===== config.mk =====
export PLATFORM = sky130hd
export DESIGN_NAME = text_pixel_serializer
export DESIGN_NICKNAME = d
export VERILOG_FILES = /design/src/rtl/text_pixel_serializer.sv
export SDC_FILE = /design/constraint.sdc
export NUM_CORES = 1
export LEC_CHECK = 0
export ABC_CLOCK_PERIOD_IN_PS = 1600
export BUFFER_PORTS_ARGS = -buffer_cell sky130_fd_sc_hd__buf_4
export CAP_MARGIN = 20
export CORE_ASPECT_RATIO = 2
export CORE_UTILIZATION = 35
export DETAILED_ROUTE_END_ITERATION = 16
export PLACE_DENSITY = 0.69
export RECOVER_POWER = 100
export SLEW_MARGIN = 5
export SYNTH_ARGS = -nofsm -noshare
export SYNTH_HDL_FRONTEND = slang
export SYNTH_SLANG_ARGS = --single-unit

===== constraint.sdc =====
create_clock -name clk -period 1.6 [get_ports clk]
set_input_delay 0.16 -clock clk [delete_from_list [all_inputs] [get_ports clk]]
set_output_delay 0.16 -clock clk [all_outputs]
set_load 0.03 [all_outputs]

===== src/rtl/text_pixel_serializer.sv =====
// Serialises 8-pixel character rows into one pixel per strobe,
// driving the generator handshakes and prefetching one byte ahead.
module text_pixel_serializer #(
  parameter int unsigned FETCH_LATENCY = 4,
  parameter logic [23:0] FG_COLOR      = 24'hFFFFFF,
  parameter logic [23:0] BG_COLOR      = 24'h000000
) (
  input  logic        clk,
  input  logic        reset,
  input  logic        frame_start,
  input  logic        pixel_en,
  input  logic [7:0]  cur_pixels,
  output logic        toggle_restart,
  output logic        toggle_next,
  output logic        pixel_valid,
  output logic        pixel_on,
  output logic [23:0] pixel_rgb,
  output logic        ready,
  output logic        underrun
);

  typedef enum logic [1:0] {
    IDLE,
    FILL0,
    FILL1,
    RUN
  } state_t;

  localparam logic [3:0] LAT = 4'(FETCH_LATENCY);

  state_t      state_q, state_d;
  logic [3:0]  cnt_q, cnt_d;
  logic [7:0]  shift_q, shift_d;
  logic [7:0]  hold_q, hold_d;
  logic        hold_full_q, hold_full_d;
  logic [2:0]  bitcnt_q, bitcnt_d;
  logic        ready_q, ready_d;
  logic        underrun_q, underrun_d;
  logic        tog_restart_q, tog_restart_d;
  logic        tog_next_q, tog_next_d;
  logic        pix_valid_q, pix_valid_d;
  logic        pix_on_q, pix_on_d;
  logic [23:0] pix_rgb_q, pix_rgb_d;

  logic        capture;
  logic        bypass;

  // Next-state, fetch sequencing and pixel output decode.
  always_comb begin
    state_d       = state_q;
    cnt_d         = (cnt_q != 4'd0) ? cnt_q - 4'd1 : 4'd0;
    shift_d       = shift_q;
    hold_d        = hold_q;
    hold_full_d   = hold_full_q;
    bitcnt_d      = bitcnt_q;
    ready_d       = ready_q;
    underrun_d    = underrun_q;
    tog_restart_d = tog_restart_q;
    tog_next_d    = tog_next_q;
    pix_valid_d   = pixel_en;
    pix_on_d      = 1'b0;
    capture       = (cnt_q == 4'd1);
    bypass        = 1'b0;

    if (frame_start) begin
      tog_restart_d = ~tog_restart_q;
      shift_d       = 8'h00;
      hold_d        = 8'h00;
      hold_full_d   = 1'b0;
      bitcnt_d      = 3'd0;
      ready_d       = 1'b0;
      underrun_d    = 1'b0;
      cnt_d         = LAT;
      state_d       = FILL0;
    end else begin
      unique case (state_q)
        IDLE: begin
        end
        FILL0: begin
          if (pixel_en) underrun_d = 1'b1;
          if (capture) begin
            shift_d    = cur_pixels;
            bitcnt_d   = 3'd0;
            tog_next_d = ~tog_next_q;
            cnt_d      = LAT;
            state_d    = FILL1;
          end
        end
        FILL1: begin
          if (pixel_en) underrun_d = 1'b1;
          if (capture) begin
            hold_d      = cur_pixels;
            hold_full_d = 1'b1;
            ready_d     = 1'b1;
            state_d     = RUN;
          end
        end
        RUN: begin
          if (pixel_en) begin
            pix_on_d = shift_q[7];
            shift_d  = {shift_q[6:0], 1'b0};
            bitcnt_d = bitcnt_q + 3'd1;
            if (bitcnt_q == 3'd7) begin
              if (hold_full_q) begin
                shift_d     = hold_q;
                hold_full_d = 1'b0;
                tog_next_d  = ~tog_next_q;
                cnt_d       = LAT;
              end else if (capture) begin
                // Byte lands exactly when needed: skip the hold stage.
                bypass     = 1'b1;
                shift_d    = cur_pixels;
                tog_next_d = ~tog_next_q;
                cnt_d      = LAT;
              end else begin
                // Fetch still pending; blank this character.
                shift_d    = 8'h00;
                underrun_d = 1'b1;
              end
            end
          end
          if (capture && !bypass) begin
            hold_d      = cur_pixels;
            hold_full_d = 1'b1;
          end
        end
        default: begin
          state_d = IDLE;
        end
      endcase
    end

    if (!pix_valid_d)  pix_rgb_d = 24'h000000;
    else if (pix_on_d) pix_rgb_d = FG_COLOR;
    else               pix_rgb_d = BG_COLOR;
  end

  // State and output registers, cleared asynchronously.
  always_ff @(posedge clk or posedge reset) begin
    if (reset) begin
      state_q       <= IDLE;
      cnt_q         <= 4'd0;
      shift_q       <= 8'h00;
      hold_q        <= 8'h00;
      hold_full_q   <= 1'b0;
      bitcnt_q      <= 3'd0;
      ready_q       <= 1'b0;
      underrun_q    <= 1'b0;
      tog_restart_q <= 1'b0;
      tog_next_q    <= 1'b0;
      pix_valid_q   <= 1'b0;
      pix_on_q      <= 1'b0;
      pix_rgb_q     <= 24'h000000;
    end else begin
      state_q       <= state_d;
      cnt_q         <= cnt_d;
      shift_q       <= shift_d;
      hold_q        <= hold_d;
      hold_full_q   <= hold_full_d;
      bitcnt_q      <= bitcnt_d;
      ready_q       <= ready_d;
      underrun_q    <= underrun_d;
      tog_restart_q <= tog_restart_d;
      tog_next_q    <= tog_next_d;
      pix_valid_q   <= pix_valid_d;
      pix_on_q      <= pix_on_d;
      pix_rgb_q     <= pix_rgb_d;
    end
  end

  assign toggle_restart = tog_restart_q;
  assign toggle_next    = tog_next_q;
  assign pixel_valid    = pix_valid_q;
  assign pixel_on       = pix_on_q;
  assign pixel_rgb      = pix_rgb_q;
  assign ready          = ready_q;
  assign underrun       = underrun_q;

endmodule

==> results.cfg, run 1 <==
[cells_and_area]
area_growth_pct = 24.6
drive_above_1_share = 0.285
n_fill_cell = 540
final_nets = 265
multi_input_area_um2 = 916
final_cell_area_um2 = 2370
register_area_um2 = 827
n_antenna_cell = 0

[setup_path]
worst_path_dominant_cell_family = simple AND/OR/NAND/NOR gates
max_stage_delay_ns = 0.41
crit_path_cell_trace = nor4b_4 > buf_4 > o221ai_4 > buf_12 > mux2i_1 > nor2_1
crit_path_top_delay_cell = dfrtp_1
cp.arrival_ns = 1.83
worstSetupStartpoint = cnt_q[1]
critPathBufInv = 2
cp_data_required_time_ns = 1.77
crit_path_end_kind = flop
r2r_start = cnt_q[1]
path_class = flop to flop
timing.critical_path.from_type = flop
crit_fanout = 8

[yosys]
ys_ff_latch = 33
synth_edf_count = 0
syn-mean-instance-area_um2 = 9.41
syn-cell-area_um2 = 1900
synthTopCellsByCount = 33 x dfrtp_1, 23 x buf_4, 21 x nor2_1, 17 x nand2_1, 11 x a21oi_1
synth_cells = 202
yosys.area.top_type = dfrtp_1
synth_nets = 219
ys_warn_count = 0
seq_area_frac_synth = 0.434
synth.most_common_cell = dfrtp_1
ys_async_sr_fraction = 1.00
yosysTopAreaCellShare = 0.434
synth-main-ff-cell = dfrtp_1
synth.top_cells.by_area = dfrtp_1 43%, buf_4 9.1%, mux2i_1 4.2%
synth.distinct_cells = 36

[timing]
period_minus_slack_ns = 1.66
maxSlewViolCount = 0
max_freq_mhz = 602
fin_skew_ns = 0.00347
hold_ws_ns = 0.133
worst-slew-pin-transition_ns = 0.857
hold_viol = 0
post-route-period-util = 1.04
grt_setup_unrepaired = true
relSlewSlack = 0.429
setup_viol = 8
setup_tns_ns = -0.252
fin_ws_ns = -0.0607

[global_route]
grtUsageTotal = 0.174
grt_pass1_wl_mm = 7.26
grt_max_degree = 34
grt_pass1_vias = 1607
antenna_found_initial = 0
grt_overflow = 0

[cts]
clock_latency_ns = 0.29
clockBufferDepth = 2
path_clk_slew_ns = 0.07
cts_tree = built
ctsRootBufferMaster = clkbuf_8
cts.sinks = 33
cts-htree-levels = 2
cts_buffers = 5

[power]
total_power_uw = 2070
leakagePower_uw = 0.00108
powerDensity_nw_per_um2 = 873
peakVddDrop_v = 0.000519
clkPwrFrac = 0.294
p_seq_frac = 0.461
power.switching_uw = 648
swShare = 0.313
combPwrFrac = 0.245
p_int_uw = 1420

[placement]
gp_congestion = 0.869
hpwlAfterDp_mm = 3.13
placed_area_um2 = 2280
port_buffers = 41
pre_cts_ws_ns = -0.118

[detailed_routing]
drtIter0Drc = 47
routed_wl_mm = 4.45
vias_per_cell = 5.26
wl_per_cell_um = 14.5
vias = 1615
ant_nets = 0
drc = 0
firstDrtPassIters = 4

[outcome]
status = complete, but fails checks
violations = setup timing

[die]
io_pins = 42
die_area_um2 = 5750
num_rows = 37
dieWidth_um = 54.1
die_y_um = 106
core_area_um2 = 5180
start_util = 0.367

[run]
drv_cap = 0

[worst_hold_path]
worstHoldStart = cur_pixels[5]
min_path_type = input pin to flop
==> sequential cells by signal, summed over array words and instances, names as in the netlist <==
signal / flops
pixel_valid: 1
toggle_next: 1
pixel_rgb: 1
hold_full_q: 1
state_q: 2
bitcnt_q: 3
shift_q: 8
pixel_on: 1
cnt_q: 4
ready: 1
hold_q: 8
underrun: 1
toggle_restart: 1
==> routing by layer <==
metal,vias to the layer above,GRT usage,routed length (um)
met1,777,0.186,1670
met5,-,0,0
met3,14,0.0401,259
met4,0,0.101,128
li1,765,-,-
met2,59,0.292,2390
==> cell usage in the layout (no fill, tap or decap), types with 2 or more instances in the layout <==
| cell | n |
|---|---|
| and3_1 | 2 |
| dfrtp_1 | 32 |
| ha_1 | 2 |
| a31oi_1 | 7 |
| nor3_1 | 3 |
| nand2b_1 | 9 |
| nor3b_1 | 2 |
| clkbuf_8 | 5 |
| clkbuf_2 | 4 |
| a21oi_2 | 3 |
| inv_1 | 4 |
| clkbuf_1 | 30 |
| mux2i_1 | 8 |
| o21ai_2 | 3 |
| o31ai_2 | 2 |
| clkinv_2 | 2 |
| nand3_4 | 2 |
| ha_4 | 2 |
| o21ai_0 | 7 |
| o21ai_1 | 6 |
| nand3_1 | 8 |
| a21oi_1 | 8 |
| buf_12 | 2 |
| nor2_1 | 21 |
| nand2_1 | 17 |
| buf_4 | 34 |
| xor2_1 | 2 |
==> per-stage QoR <==
step | util | std cells
2_1_floorplan | - | 202
3_3_place_gp | 0.440 | 294
3_5_place_dp | 0.440 | 294
4_1_cts | 0.468 | 307
5_1_grt | 0.457 | 307
6_report | 0.457 | 307
==> area by class of cell <==
cell class / instances / area share
clock inverters: 2 / 0.00422
multi-input cells: 131 / 0.386
well taps: 58 / 0.0306
inverters: 5 / 0.00792
repair buffers: 72 / 0.191
clock buffers: 6 / 0.0306
flip-flops and latches: 33 / 0.349
==> worst paths after layout <==
check                           cells past startpoint  slack (ns)       endpoint
worst min-delay path                                3        0.13      hold_q[5]
worst min register to register                      1        0.47    toggle_next
min in group asynchronous                           4        0.68    bitcnt_q[1]
max in group asynchronous                           4        0.34  pixel_rgb[22]
worst max register to register                      6       -0.06      hold_q[3]
worst max-delay path                                6       -0.06      hold_q[3]
==> kinds of logic after synthesis <==
group	share of synthesized area
AND/OR/NAND/NOR	0.189
flip-flops	0.434
buffers and inverters	0.130
multiplexers	0.0480
XOR/XNOR	0.00921
AO/OA/AOI/OAI	0.156
adder cells (fa/ha/maj)	0.0329
==> tightest hold or removal path, delay by kind of cell <==
family,cells,cell delay [ns]
simple gates,1,0.08
buf+inv,1,0.09
mux,1,0.06
==> repair_timing <==
action / 4_1_cts / 5_1_grt
gates resized for setup: 6 / 12
endpoints found under the hold margin: 33 / 0
pin swaps: 3 / 9
buffers inserted: 4 / 1
endpoints found under the setup margin: 21 / 50
hold buffers: 1 / 0
==> power groups by stage <==
| stage | clock [uW] | combinational, uW | sequential [uW] |
|---|---|---|---|
| 2_1_floorplan | 0 | 235 | 1030 |
| 3_5_place_dp | 0 | 495 | 971 |
| 3_3_place_gp | 0 | 489 | 968 |
| 5_1_grt | 655 | 553 | 961 |
| 4_1_cts | 634 | 519 | 956 |
| 6_report | 608 | 508 | 953 |
No activity file was read; power rests on OpenSTA's default activity.
==> inputs of run 2 (changes only) <==
--- a/config.mk
+++ b/config.mk
@@ -8,10 +8,13 @@
 export ABC_CLOCK_PERIOD_IN_PS = 1600
 export BUFFER_PORTS_ARGS = -buffer_cell sky130_fd_sc_hd__buf_4
 export CAP_MARGIN = 20
-export CORE_ASPECT_RATIO = 2
-export CORE_UTILIZATION = 35
+export CELL_PAD_IN_SITES_DETAIL_PLACEMENT = 2
+export CELL_PAD_IN_SITES_GLOBAL_PLACEMENT = 2
+export CORE_ASPECT_RATIO = 0.7
+export CORE_UTILIZATION = 29
+export CTS_BUF_LIST = sky130_fd_sc_hd__clkbuf_16
 export DETAILED_ROUTE_END_ITERATION = 16
-export PLACE_DENSITY = 0.69
+export PLACE_DENSITY = 0.85
 export RECOVER_POWER = 100
 export SLEW_MARGIN = 5
 export SYNTH_ARGS = -nofsm -noshare
==> results.cfg, run 2 (synthesis gave the netlist of run 1 again) <==
[cells_and_area]
n_fill_cell = 671
final_nets = 268
final_cell_mix = 58 x buf_4, 32 x dfrtp_1, 19 x nor2_1, 14 x nand2_1
instances_no_fill = 328
final_util = 0.424
mostFrequentLayoutCell = buf_4
n_antenna_cell = 0
drive_above_1_share = 0.436
area_growth_pct = 40.1
reg_top3 = hold_q x8, shift_q x8, cnt_q x4

[setup_path]
cp.arrival_ns = 1.90
timing.critical_path.from_type = flop
cp_data_required_time_ns = 1.78
crit_fanout = 8
crit_path_end_kind = flop
path_class = flop to flop

[detailed_routing]
vias = 1667
drc = 0
drtIter0Drc = 36
ant_nets = 0
vias_per_cell = 5.08
routed_wl_mm = 6.16
wl_per_cell_um = 18.8
firstDrtPassIters = 4

[die]
num_rows = 24
start_util = 0.303
io_pins = 42
dieWidth_um = 98.8
core_area_um2 = 6280
die_area_um2 = 6890
die_y_um = 69.8

[cts]
ctsRootBufferMaster = clkbuf_16
cts_tree = built
clock_latency_ns = 0.28
hold_buffers = 0
cts.sinks = 33
path_clk_slew_ns = 0.05
cts-htree-levels = 2
clockBufferDepth = 2
cts_buffers = 5

[timing]
fin_ws_ns = -0.124
post-route-period-util = 1.08
hold_ws_ns = 0.0854
max_freq_mhz = 580
relSlewSlack = 0.413
setup_viol = 19
grt_setup_unrepaired = true
maxSlewViolCount = 0
setup_tns_ns = -1.07
hold_viol = 0
period_minus_slack_ns = 1.72
worst-slew-pin-transition_ns = 0.881
fin_skew_ns = 0.00619

[power]
combPwrFrac = 0.242
peakVddDrop_v = 0.000461
p_seq_frac = 0.391
leakagePower_uw = 0.00123
power.switching_uw = 738
clkPwrFrac = 0.366
swShare = 0.301
powerDensity_nw_per_um2 = 922
p_int_uw = 1720

[global_route]
grt_pass1_wl_mm = 9.54
use_met3 = 0.0423
grtUsageTotal = 0.183
grt_busiest_layer = met2
grt_max_degree = 34
grt_pass1_vias = 1751
grt_overflow = 0
antenna_found_initial = 0
gr-usage-met1 = 0.250
use_met2 = 0.287

[placement]
port_buffers = 41
gp_congestion = 0.754
hpwlAfterDp_mm = 3.98
dpl.cell_count = 310

[outcome]
violations = setup timing
status = complete, but fails checks

[run]
drv_cap = 0

[worst_hold_path]
min_path_type = input pin to flop
[run 2: path summary, 6_finish.rpt]
check | slack (ns) | to | startpoint | depth (start not counted)
setup / recovery | -0.12 | bitcnt_q[0] | state_q[0] | 7
max in group asynchronous | 0.84 | state_q[1] | reset | 3
min in group asynchronous | 0.15 | bitcnt_q[0] | reset | 3
hold reg to reg | 0.46 | toggle_next | toggle_next | 1
setup reg to reg | -0.12 | bitcnt_q[0] | state_q[0] | 7
hold / removal | 0.09 | pixel_valid | pixel_en | 1
[run 2: cell type report]
type                    instances  area [um^2]  share of cell area
inverters                       5         18.8             0.00705
flip-flops and latches         33          827               0.310
clock inverters                 1         5.00             0.00188
multi-input cells             131         1010               0.378
repair buffers                 75          584               0.219
well taps                      78         97.6              0.0366
clock buffers                   5          125              0.0470
[run 2: worst max-delay path, stage by stage (launching register included)]
cell      delay, ns
dfrtp_1        0.40
buf_6          0.13
ha_4           0.17
and3b_2        0.22
a311oi_4       0.32
buf_6          0.20
nand2b_4       0.13
o21ai_2        0.04
[run 2: power by group through the flow]
| stage | Sequential (uW) | Combinational [uW] | Clock, uW |
|---|---|---|---|
| 2_1_floorplan | 1030 | 235 | 0 |
| 3_3_place_gp | 966 | 490 | 0 |
| 3_5_place_dp | 969 | 510 | 0 |
| 4_1_cts | 957 | 538 | 918 |
| 5_1_grt | 969 | 646 | 939 |
| 6_report | 961 | 595 | 900 |
[run 2: stage by stage]
stage / setup slack (ns) / total power (uW) / instance area (um^2)
floorplan: 0.0140 / 1270 / 1920
global placement: -0.127 / 1460 / 2280
detailed placement: -0.160 / 1480 / 2280
CTS: -0.0487 / 2410 / 2480
global route: -0.155 / 2550 / 2660
finish: -0.124 / 2460 / 2660
[run 2: metal layers]
metal,vias up,wire length [um],share of wire
met4,0,72,0.012
met3,8,272,0.044
met2,42,2860,0.46
met1,840,2950,0.48
met5,-,0,0
li1,777,-,-
[run 2: repair_timing]
action / in CTS / in global routing
setup endpoints to repair: 20 / 21
pin swaps: 4 / 14
setup buffers: 4 / 7
gates resized for setup: 13 / 34
cloned: 0 / 1
